--- src/rtl/paramshadow.sv ---
// Multi-word parameter shadow bank: bus-written staging words are committed as a set
// and handed to the consumer atomically on its sync strobe (or at once in immediate mode).
module paramshadow #(
    parameter int                PW            = 32,
    parameter int                NCH           = 4,
    parameter int                LGNCH         = 2,
    parameter logic [NCH*PW-1:0] RESET_VALUE   = {NCH*PW{1'b0}},
    parameter logic              OPT_IMMEDIATE = 1'b0
) (
    input  logic              i_clk,
    input  logic              i_reset_n,
    input  logic              i_wr,
    input  logic [LGNCH-1:0]  i_addr,
    input  logic [PW-1:0]     i_data,
    input  logic              i_commit,
    input  logic              i_sync,
    output logic [NCH*PW-1:0] o_params,
    output logic              o_pending,
    output logic              o_update,
    output logic [7:0]        o_overruns,
    output logic [PW-1:0]     o_rdata
);

    logic [NCH*PW-1:0] staging_r, pending_r, active_r;
    logic [NCH*PW-1:0] staging_s, pending_s, active_s;
    logic              pending_flag_r, pending_flag_s;
    logic              update_r, update_s;
    logic [7:0]        overruns_r, overruns_s;
    logic [PW-1:0]     rdata_r, rdata_s;
    logic              apply_s;

    // Staging write (seen by a same-cycle commit) and pre-write readback mux.
    always_comb begin
        staging_s = staging_r;
        rdata_s   = {PW{1'b0}};
        for (int k = 0; k < NCH; k++) begin
            staging_s[k*PW +: PW] = (i_wr && (i_addr == LGNCH'(k))) ? i_data
                                                                    : staging_r[k*PW +: PW];
            rdata_s = rdata_s | ({PW{i_addr == LGNCH'(k)}} & staging_r[k*PW +: PW]);
        end
    end

    // Commit/sync sequencing: old pending set is applied before a same-cycle commit replaces it.
    always_comb begin
        active_s       = active_r;
        pending_s      = pending_r;
        pending_flag_s = pending_flag_r;
        update_s       = 1'b0;
        overruns_s     = overruns_r;
        apply_s        = 1'b0;
        if (OPT_IMMEDIATE) begin
            if (i_commit) begin
                active_s = staging_s;
                update_s = 1'b1;
            end else begin
                active_s = active_r;
            end
        end else begin
            apply_s = i_sync & pending_flag_r;
            if (apply_s) begin
                active_s       = pending_r;
                update_s       = 1'b1;
                pending_flag_s = 1'b0;
            end else begin
                active_s = active_r;
            end
            if (i_commit) begin
                pending_s      = staging_s;
                pending_flag_s = 1'b1;
                if (pending_flag_r && !apply_s && (overruns_r != 8'hFF)) begin
                    overruns_s = overruns_r + 8'd1;
                end else begin
                    overruns_s = overruns_r;
                end
            end else begin
                pending_s = pending_r;
            end
        end
    end

    // State registers with synchronous active-low reset.
    always_ff @(posedge i_clk) begin
        if (!i_reset_n) begin
            staging_r      <= RESET_VALUE;
            pending_r      <= RESET_VALUE;
            active_r       <= RESET_VALUE;
            pending_flag_r <= 1'b0;
            update_r       <= 1'b0;
            overruns_r     <= 8'd0;
            rdata_r        <= {PW{1'b0}};
        end else begin
            staging_r      <= staging_s;
            pending_r      <= pending_s;
            active_r       <= active_s;
            pending_flag_r <= pending_flag_s;
            update_r       <= update_s;
            overruns_r     <= overruns_s;
            rdata_r        <= rdata_s;
        end
    end

    assign o_params   = active_r;
    assign o_pending  = pending_flag_r;
    assign o_update   = update_r;
    assign o_overruns = overruns_r;
    assign o_rdata    = rdata_r;

endmodule

--- config.mk ---
export PLATFORM = sky130hd
export DESIGN_NAME = paramshadow
export DESIGN_NICKNAME = d
export VERILOG_FILES = /design/src/rtl/paramshadow.sv
export SDC_FILE = /design/constraint.sdc
export NUM_CORES = 1
export LEC_CHECK = 0
export BUFFER_PORTS_ARGS = -buffer_cell sky130_fd_sc_hd__buf_4
export CAP_MARGIN = 20
export CORE_ASPECT_RATIO = 1.1
export CORE_UTILIZATION = 50
export CTS_CLUSTER_DIAMETER = 50
export DETAILED_ROUTE_END_ITERATION = 8
export PLACE_DENSITY = 0.8
export SLEW_MARGIN = 20
export SYNTH_ARGS = -nofsm -noshare
export SYNTH_HDL_FRONTEND = slang
export SYNTH_SLANG_ARGS = --single-unit
--- constraint.sdc ---
create_clock -name i_clk -period 2.6 [get_ports i_clk]
set_input_delay 0.52 -clock i_clk [delete_from_list [all_inputs] [get_ports i_clk]]
set_output_delay 0.52 -clock i_clk [all_outputs]
set_load 0.01 [all_outputs]
==> Yosys cells after proc, flatten, opt, wreduce, memory -nomap -nowiden <==
Index checks and enable logic that the tools add are counted.
{ "totals": {"inputBits": 39, "output_inout_bits": 170, "ff_bits": 426, "wordCells": 37} }
{ "op_classes": {"reduce_logical": 10, "bitwise_logic": 8, "muxes": 7, "addsub": 1, "n_eq_ne": 4} }
{ "op_table": {"columns": ["op", "count"], "rows": [
  ["$and 32x32->32", 4],
  ["$mux 32", 4],
  ["$or 32x32->32", 3],
  ["$add 8x1->8 const B", 1],
  ["$ne 8x8->1 const B", 1],
  ["$logic_and 1x1->1", 6],
  ["$eq 2x2->1 const B", 2],
  ["$mux 1", 3],
  ["$eq 2x1->1 const B", 1],
  ["$logic_not 2->1", 1],
  ["$reduce_and 2->1", 1],
  ["$reduce_bool 2->1", 1],
  ["$and 1x1->1", 1],
  ["$logic_not 1->1", 1]
]} }

==> Depth between registers and ports, before layout <==
Gate-level depths: netlist (run 1).
{ "logic_depth": {"depth_word": 5, "ltp_mapped": 6, "mapped_depth_nobuf": 5} }

==> Least setup slack after synthesis (run 1) <==
OpenSTA, ideal clock, no wires.
{ "synth_path": {"path_type": "input to register", "startpoint": "in i_addr[0]", "endpoint": "reg rdata_r[10] (netlist: o_rdata[10])", "setup_ns": 0.115, "required_time_ns": 2.485, "arrival_time_ns": 1.494, "n_path_buf": 2, "path_stages": 4, "path_slack_ns": 0.991, "cell_sequence": "buf_6 -> buf_4 -> mux4_2 -> and2_1"} }
{ "synth_via": {"elab_chain_len": 5, "word_cells_on_any_way": 11, "cone_classes": "eq/ne (3); bitwise (7); reduce/logical (1)"} }
{ "synth_lines": {"columns": ["item", "line", "rtl"], "rows": [
  ["from (decl)", "13", "input logic [LGNCH-1:0] i_addr,"],
  ["$eq 2x1->1 / $logic_not 2->1 (equally long branches)", "39", "rdata_s = rdata_s | ({PW{i_addr == LGNCH'(k)}} & staging_r[k*PW +: PW]);"],
  ["$and 32x32->32", "39", null],
  ["$or 32x32->32 (2 in series)", "39", null],
  ["$or 32x32->32 *", "39", null],
  ["to (signal assigned)", "90", "rdata_r <= {PW{1'b0}};"],
  ["to (signal assigned)", "98", "rdata_r <= rdata_s;"],
  ["to (decl)", "29", "logic [PW-1:0] rdata_r, rdata_s;"]
]} }
Every way passes the cells marked *; elsewhere a longest branch is shown, timed or not.
A chain may end at the register's enable or synchronous reset.

==> Final worst setup path (run 1) <==
{ "layout_path": {"startpoint": "reg pending_flag_r (netlist: o_pending)", "endpoint": "out o_pending"} }
{ "layout_rtl": {"columns": ["item", "line", "rtl"], "rows": [
  ["from (decl)", "26", "logic pending_flag_r, pending_flag_s;"],
  ["from (signal assigned)", "95", "pending_flag_r <= pending_flag_s;"],
  ["to (decl)", "18", "output logic o_pending,"]
]} }
No word-level cell between the ends.

==> summary.txt, run 1 <==
Global route
  – Initial antenna violation count: 0
  – Pin count of the biggest net entering global routing: 113
  – GR Util All Layers: 23.85%
  – Vias in the first global route: 11,062
  – Wire length of the first global-routing pass: 59.29 mm
  – GRT overflow: 0

Worst setup path
  – Reg2reg path depth: 4
  – WP depth: 1
  – Reg-to-reg startpoint: o_pending
  – Top delay family on crit path: flip-flops
  – Critical path origin: o_pending
  – Worst Path Buf+Inv: 1
  – Crit path launch type: flop
  – Worst-path cell chain: buf_4
  – Max stage delay on crit path: 0.47 ns
  – Worst Path Arrival: 1.16 ns
  – Top fanout value on the critical path: 6
  – CP max stage cell: dfxtp_1
  – Worst Setup End Kind: primary output
  – WP data required: 2.08 ns
  – Critical path class: flop to primary output
  – R2R Setup Slk: 0.93 ns

Synth
  – Mapped Nets: 1,600
  – Synthesized area: 0.01520 sq mm
  – Synth area leaders: dfxtp_1, mux2i_1, nor2_1
  – Post-synth EDFFs: 0
  – Top-area cell type share of the netlist area: 56.12%
  – Yosys reg bits: 426
  – Async SR Flop Fraction: 0%
  – Synth Warn #: 0
  – Netlist cell types: 35
  – Mapped Avg Cell Area: 9.742 sq um
  – Predominant post-synthesis flop cell: dfxtp_1
  – Cell taking the most area after synthesis: dfxtp_1
  – Sequential fraction of the synthesis area: 56.12%
  – Synth Instances: 1,560

Floorplanning
  – Die ar.: 0.03110 sq mm
  – Die width: 168.2 um
  – Die Ht: 184.9 um
  – # IOs: 209
  – Initial Util: 51.12%
  – Row count: 66
  – Placeable core area: 0.02973 sq mm

Clock network
  – Root buf cell: clkbuf_16
  – Post_cts resized: 0
  – # H-tree levels: 2
  – Clock transition at path regs: 0.06 ns
  – Hold Buf Count CTS: 0
  – CTS tree: done
  – Clock Tree Buf Depth: 3
  – Clock Latency Late Sink: 0.53 ns
  – Sinks on Clock Net: 426
  – Setup Fix Bufs, Post-CTS: 0
  – CTS buffer count: 41

Routing
  – M1 WL: 16.67 mm
  – Met2 wire len: 17.17 mm
  – Vias: 11,439
  – Antenna Nets Post-Route: 0
  – Wire length on met3: 2.646 mm
  – Max Used Layer: met4
  – Drt pass-1 iters: 5
  – DRC: 0
  – Via/cell ratio: 5.414
  – DRT iter0 DRCs: 840
  – Routed WL per cell: 17.90 um
  – Drt total wl: 37.83 mm

Power
  – Total Power: 13.54 mW
  – VDD IR max: 0.0004376 V
  – PD cells: 740.9 mW/mm^2
  – Static Leak: 7.615 nW

Cells and area
  – Layout cells sized above 1: 19.15%
  – ANT cells: 0
  – Nets: 1,750
  – Syn-to-layout area delta: 20.24%
  – Most frequent cells in the layout: dfxtp_1, nor2_1, nand2_1, buf_4, a211oi_1
  – Most common cell after layout, fill and taps aside: dfxtp_1
  – Final design instance area without fill: 0.01827 sq mm

Timing
  – Setup ws final: 0.9159 ns
  – Setup TNS Final: 0 ns
  – Unrepaired setup endpoints after global routing: no
  – Worst-Margin Slew: 0.7101 ns
  – Clk_skew: 0.01311 ns
  – Post-layout min period: 1.684 ns
  – Fin. Hold Viols: 0
  – Setup violations, final: 0
  – Fin crit share: 64.77%
  – Slew Limit Fails: 0
  – Fmax: 593.8 MHz
  – Rel. slew slack: 52.66%

Placement
  – HPWL after DPL: 24.64 mm
  – Pre-CTS setup slack: 0.4038 ns
  – Final Wtd Congestion: 0.8296
  – IO buf count: 208
  – Post-Place Cell Area: 0.01701 sq mm

Outcome
  – Status: finished, final reports clean

Job
  – Max cap viols: 0

Worst hold path
  – Hold path start: i_data[26]
  – Hold/Removal Path Class: primary input to flop
  – Hold path depth: 3
-- report_power, final --
| group | switching [mW] | internal [mW] |
|---|---|---|
| Combinational | 0.581 | 0.391 |
| Sequential | 0.132 | 6.76 |
| Clock | 2.44 | 3.23 |
| Total | 3.15 | 10.4 |
-- per-layer routing --
| metal | vias to the layer above | track usage (%) |
|---|---|---|
| met5 | - | 0 |
| met4 | 0 | 9.564 |
| met3 | 83 | 6.197 |
| met2 | 304 | 37.38 |
| met1 | 5460 | 31.44 |
| li1 | 5592 | - |
-- Yosys cell counts, drive strengths merged (2+ instances only) --
master   count
nand3b       2
a211oi     130
nand3        3
mux4        32
nand2      259
and3         2
xor2         4
dfxtp      426
nor2       264
clkbuf      88
a21oi      128
nand4        3
o2111ai      2
inv          2
buf         39
and2        34
xnor2        2
mux2i      128
-- state kept, by name, indices dropped and copies added (netlist names) --
register / flops
staging_r: 128
o_rdata: 32
o_params: 128
o_overruns: 8
o_update: 1
pending_r: 128
o_pending: 1
-- logic make-up (layout without fill, tap and decap cells) --
family	after synthesis	in the layout	synth area share [%]
AND/OR/NAND/NOR	573	573	15.07
flip-flops	426	426	56.12
AO/OA/AOI/OAI	264	264	10.99
multiplexers	160	160	13.17
buffers and inverters	130	309	4.224
XOR/XNOR	6	6	0.3458
adder cells (fa/ha/maj)	1	1	0.08232
-- per-stage QoR --
stage / util (%) / hold slack, ns / cells
2_1_floorplan: - / 0.4318 / 1560
3_3_place_gp: 57.21 / 0.4377 / 2041
3_5_place_dp: 57.21 / 0.4408 / 2041
4_1_cts: 61.46 / 0.2725 / 2113
5_1_grt: 61.46 / 0.2914 / 2113
6_report: 61.46 / 0.2867 / 2113
-- final timing paths --
path                                       to
worst max-delay path                o_pending
worst min-delay path            staging_r[58]
worst max register to register   o_params[95]
worst min register to register   o_params[18]
-- cell type report --
class	count	area (sq um)
sequential	426	8528
multi-input combinational	1004	6043
clock inverter	16	141.4
timing repair buffer	234	1951
clock buffer	56	1122
tap	374	467.9
fill	2379	11460
inverter	3	18.77
Note: power is estimated with default switching activity, not from simulation.
==> inputs of run 2 (changes only) <==
--- a/config.mk
+++ b/config.mk
@@ -5,13 +5,14 @@
 export SDC_FILE = /design/constraint.sdc
 export NUM_CORES = 1
 export LEC_CHECK = 0
+export ABC_AREA = 1
 export BUFFER_PORTS_ARGS = -buffer_cell sky130_fd_sc_hd__buf_4
 export CAP_MARGIN = 20
 export CORE_ASPECT_RATIO = 1.1
 export CORE_UTILIZATION = 50
 export CTS_CLUSTER_DIAMETER = 50
 export DETAILED_ROUTE_END_ITERATION = 8
-export PLACE_DENSITY = 0.8
+export PLACE_DENSITY = 0.82
 export SLEW_MARGIN = 20
 export SYNTH_ARGS = -nofsm -noshare
 export SYNTH_HDL_FRONTEND = slang
==> constraint.sdc (replaced) <==
create_clock -name i_clk -period 1.53 [get_ports i_clk]
set_input_delay 0.306 -clock i_clk [delete_from_list [all_inputs] [get_ports i_clk]]
set_output_delay 0.306 -clock i_clk [all_outputs]
set_load 0.01 [all_outputs]
==> summary.txt, run 2 <==
Floorplanning
  – Initial Util: 50.85%
  – # IOs: 209
  – Die ar.: 0.03366 sq mm
  – Die Ht: 192.3 um
  – Die width: 175.0 um
  – Placeable core area: 0.03237 sq mm
  – Row count: 69

Worst setup path
  – Worst Setup End Kind: primary output
  – Reg-to-reg startpoint: o_pending
  – Crit path launch type: flop
  – WP depth: 1
  – Max stage delay on crit path: 0.42 ns
  – Worst Path Arrival: 1.10 ns
  – Worst-path cell chain: buf_4
  – Reg2reg path depth: 5
  – R2R Setup Slk: 0.17 ns
  – Critical path class: flop to primary output
  – Critical path origin: o_overruns[4]
  – Top fanout value on the critical path: 6
  – WP data required: 1.22 ns
  – CP max stage cell: dfxtp_1
  – Top delay family on crit path: flip-flops
  – Worst Path Buf+Inv: 1
  – RR Endpoint: o_params[32]

Synth
  – Predominant post-synthesis flop cell: dfxtp_1
  – Async SR Flop Fraction: 0%
  – Cell taking the most area after synthesis: dfxtp_1
  – Synthesized area: 0.01646 sq mm
  – Yosys reg bits: 426
  – Netlist cell types: 21
  – Synth area leaders: dfxtp_1, nor2_1, o21ai_0
  – Mapped Nets: 2,263
  – Synth Warn #: 0
  – Post-synth EDFFs: 0
  – Synth Instances: 2,223
  – Mapped Avg Cell Area: 7.406 sq um
  – Synth top cells by count: nor2_1, dfxtp_1, inv_1, o21ai_0, a21oi_1
  – Top-area cell type share of the netlist area: 51.80%
  – Sequential fraction of the synthesis area: 51.80%
  – Top-count cell post-synth: nor2_1

Timing
  – Fin. Hold Viols: 0
  – Clk_skew: 0.02006 ns
  – Rel. slew slack: 69.76%
  – Setup ws final: 0.1217 ns
  – Setup TNS Final: 0 ns
  – Fin crit share: 92.04%
  – Unrepaired setup endpoints after global routing: no
  – Setup violations, final: 0
  – Worst-Margin Slew: 0.4531 ns
  – Post-layout min period: 1.408 ns
  – Slew Limit Fails: 0
  – Fmax: 710.1 MHz

Routing
  – Drt total wl: 43.99 mm
  – Via/cell ratio: 5.221
  – DRC: 0
  – Antenna Nets Post-Route: 0
  – Routed WL per cell: 15.55 um
  – Drt pass-1 iters: 6
  – Vias: 14,771
  – DRT iter0 DRCs: 1,625

Placement
  – HPWL after DPL: 29.80 mm
  – Pre-CTS setup slack: 0.009943 ns
  – Final Wtd Congestion: 0.8701
  – Post-Place Cell Area: 0.01874 sq mm
  – IO buf count: 208

Global route
  – Initial antenna violation count: 1
  – Wire length of the first global-routing pass: 68.81 mm
  – GRT overflow: 0
  – Pin count of the biggest net entering global routing: 89
  – Vias in the first global route: 13,271
  – GR Util All Layers: 25.21%

Power
  – Total Power: 24.71 mW
  – Static Leak: 9.252 nW
  – PD cells: 1232 mW/mm^2
  – VDD IR max: 0.0007808 V

Clock network
  – Clock transition at path regs: 0.05 ns
  – Clock Latency Late Sink: 0.54 ns
  – CTS tree: done
  – Sinks on Clock Net: 426
  – # H-tree levels: 2
  – CTS buffer count: 43
  – Clock Tree Buf Depth: 3
  – Root buf cell: clkbuf_16

Worst hold path
  – Hold path start: i_sync
  – Hold path depth: 4
  – Hold/Removal Path Class: primary input to flop
  – Hold endpoint: o_pending

Cells and area
  – Layout cells sized above 1: 13.74%
  – Most frequent cells in the layout: nor2_1, dfxtp_1, inv_1, o21ai_0, buf_4
  – Final design instance area without fill: 0.02005 sq mm
  – Syn-to-layout area delta: 21.80%
  – Fillcell total: 2,704
  – Most common cell after layout, fill and taps aside: nor2_1
  – Nets: 2,416

Outcome
  – Status: finished, final reports clean

Job
  – Max cap viols: 0
-- run 2: logic make-up after synthesis --
group / synth area share (%)
DFF: 51.80
buffers and inverters: 10.76
AOI/OAI and AO/OA: 19.24
adders and majority gates: 0.07599
and+or+nand+nor: 18.12
-- run 2: metal layers --
layer	up-vias	share of wire (%)	routed length [um]	global-route usage, %
li1	7347	-	-	-
met1	6733	45	20010	36.23
met2	594	42	18660	37.19
met3	97	9.0	3962	5.299
met4	0	3.1	1363	8.997
met5	-	0	0	0
-- run 2: power by group --
group / total, mW / leakage [nW] / switching (mW) / internal, mW
Sequential: 12.0 / 3.50 / 0.307 / 11.7
Combinational: 2.84 / 5.11 / 1.71 / 1.13
Clock: 9.82 / 0.649 / 4.18 / 5.64
Total: 24.7 / 9.25 / 6.20 / 18.5
-- run 2: worst register-to-register path, delay by kind of cell, from the launching register on --
family        cells  cell delay [ns]
simple gates      3             0.34
flops             1             0.41
buf+inv           2             0.55
-- run 2: timing repair --
action,in CTS,in global routing
hold buffers,0,0
resized for setup,0,1
endpoints found under the setup margin,0,2
setup buffers,0,0
-- run 2: cell type report --
cell class                      instances  area (sq um)  share of cell area (%)
Antenna cell                            1         2.502                 0.01248
Clock inverter                         10         57.56                  0.2870
Tap cell                              426         533.0                   2.658
Multi-Input combinational cell       1341          6208                   30.96
Sequential cell                       426          8528                   42.53
Timing Repair Buffer                  259          2320                   11.57
Inverter                              305          1156                   5.766
Clock buffer                           61          1246                   6.215
-- run 2: metrics by stage --
step                std cells  hold WS [ns]  utilization (%)
finish                   2829        0.1226            61.94
global route             2829        0.1386            61.94
CTS                      2828        0.1060            61.91
floorplan                2223        0.4441                -
global placement         2757        0.4593            57.89
detailed placement       2757        0.4735            57.89
-- run 2: worst max-delay path by stage --
stage,end,slack [ns]
finish,o_overruns[4],0.12
global placement,o_rdata[11],0.05
detailed placement,pending_r[83],0.01
global route,o_overruns[5],0.0001
CTS,o_overruns[4],0.11
floorplan,o_overruns[5],0.19
==> inputs of run 3 (changes only) <==
--- a/config.mk
+++ b/config.mk
@@ -9,10 +9,12 @@
 export BUFFER_PORTS_ARGS = -buffer_cell sky130_fd_sc_hd__buf_4
 export CAP_MARGIN = 20
 export CORE_ASPECT_RATIO = 1.1
+export CORE_MARGIN = 2
 export CORE_UTILIZATION = 50
 export CTS_CLUSTER_DIAMETER = 50
 export DETAILED_ROUTE_END_ITERATION = 8
 export PLACE_DENSITY = 0.82
+export REMOVE_ABC_BUFFERS = 1
 export SLEW_MARGIN = 20
 export SYNTH_ARGS = -nofsm -noshare
 export SYNTH_HDL_FRONTEND = slang
==> summary.txt, run 3 (synthesized netlist as in run 2, its figures left out) <==
Placement
  – IO buf count: 208
  – HPWL after DPL: 27.32 mm
  – Post-Place Cell Area: 0.01873 sq mm
  – Final Wtd Congestion: 0.8146
  – Pre-CTS setup slack: 0.01553 ns

Worst hold path
  – Hold path depth: 3
  – Hold/Removal Path Class: primary input to flop
  – Hold endpoint: staging_r[95]
  – Hold path start: i_data[31]

Routing
  – Wire length on met3: 2.810 mm
  – Vias: 14,764
  – Max Used Layer: met4
  – Via/cell ratio: 5.211
  – DRC: 0
  – M1 WL: 18.24 mm
  – Drt total wl: 42.95 mm
  – Met2 wire len: 20.53 mm
  – Drt pass-1 iters: 5
  – Routed WL per cell: 15.16 um
  – Antenna Nets Post-Route: 0
  – DRT iter0 DRCs: 1,003

Clock network
  – # H-tree levels: 2
  – Clock Tree Buf Depth: 3
  – CTS tree: done
  – Clock Latency Late Sink: 0.54 ns
  – Post_cts resized: 0
  – Setup Fix Bufs, Post-CTS: 0
  – Sinks on Clock Net: 426
  – Clock transition at path regs: 0.06 ns
  – Hold Buf Count CTS: 0
  – CTS buffer count: 43
  – Root buf cell: clkbuf_16

Worst setup path
  – Reg2reg path depth: 4
  – RR Endpoint: o_params[57]
  – Top delay family on crit path: flip-flops
  – Critical path class: flop to primary output
  – Worst-path cell chain: buf_4
  – Max stage delay on crit path: 0.42 ns
  – Worst Setup End Kind: primary output
  – CP max stage cell: dfxtp_1
  – Reg-to-reg startpoint: o_pending
  – R2R Setup Slk: 0.18 ns
  – Top fanout value on the critical path: 6
  – Worst Path Arrival: 1.11 ns
  – Crit path launch type: flop
  – WP data required: 1.22 ns
  – Worst Path Buf+Inv: 1

Global route
  – Wire length of the first global-routing pass: 69.05 mm
  – GRT overflow: 0
  – Pin count of the biggest net entering global routing: 68
  – Vias in the first global route: 14,265
  – Initial antenna violation count: 0
  – GR Util All Layers: 24.47%

Power
  – PD cells: 1258 mW/mm^2
  – VDD IR max: 0.0008905 V
  – Static Leak: 9.295 nW
  – Total Power: 25.34 mW

Floorplanning
  – Placeable core area: 0.03237 sq mm
  – Initial Util: 50.85%
  – Die Ht: 194.3 um
  – Row count: 69
  – Die ar.: 0.03440 sq mm
  – # IOs: 209
  – Die width: 177.0 um

Cells and area
  – Util after Layout: 62.21%
  – Nets: 2,420
  – Syn-to-layout area delta: 22.34%
  – ANT cells: 0
  – Final design instance area without fill: 0.02014 sq mm
  – Layout cells sized above 1: 14.17%
  – Most frequent cells in the layout: nor2_1, dfxtp_1, inv_1, o21ai_0, buf_4
  – Most common cell after layout, fill and taps aside: nor2_1

Job
  – Max cap viols: 0

Timing
  – Fin. Hold Viols: 0
  – Slew Limit Fails: 0
  – Setup ws final: 0.1110 ns
  – Worst-Margin Slew: 0.4556 ns
  – Clk_skew: 0.009490 ns
  – Rel. slew slack: 69.62%
  – Setup TNS Final: 0 ns
  – Fin crit share: 92.74%
  – Fmax: 704.7 MHz
  – Setup violations, final: 0
  – Unrepaired setup endpoints after global routing: no
  – Post-layout min period: 1.419 ns

Outcome
  – Status: finished, final reports clean
==> run 3: worst max path at each step <==
stage,from,to,slack (ns),cells after the start
floorplan,o_pending,o_params[0],-2.79,4
global placement,i_addr[0],pending_r[94],0.07,8
detailed placement,i_addr[1],pending_r[33],0.02,8
CTS,o_overruns[0],o_overruns[6],0.04,7
global route,o_overruns[0],o_overruns[4],0.03,8
finish,o_overruns[4],o_overruns[4],0.11,1
==> run 3: routing by layer <==
metal | vias to the layer above | global-route usage, %
met5 | - | 0
met3 | 101 | 4.480
met1 | 6835 | 30.12
met4 | 0 | 9.887
li1 | 7351 | -
met2 | 477 | 41.95
==> run 3: power breakdown <==
| part | internal (mW) | total, mW | switching (mW) |
|---|---|---|---|
| Sequential | 11.7 | 12.0 | 0.309 |
| Combinational | 1.13 | 2.79 | 1.66 |
| Clock | 6.24 | 10.5 | 4.27 |
==> run 3: cell type report <==
cell class	count	area [sq um]
sequential	426	8528
fill	2778	12230
clock buffer	58	1215
tap	426	533.0
timing repair buffer	263	2300
clock inverter	14	185.2
multi-input combinational	1341	6222
inverter	305	1157
==> run 3: per-stage QoR <==
| stage | hold slack, ns | cells |
|---|---|---|
| global placement | 0.4678 | 2761 |
| detailed placement | 0.4751 | 2761 |
| finish | 0.09775 | 2833 |
| global route | 0.1018 | 2833 |
| floorplan | 0.4264 | 2072 |
| CTS | 0.08106 | 2833 |
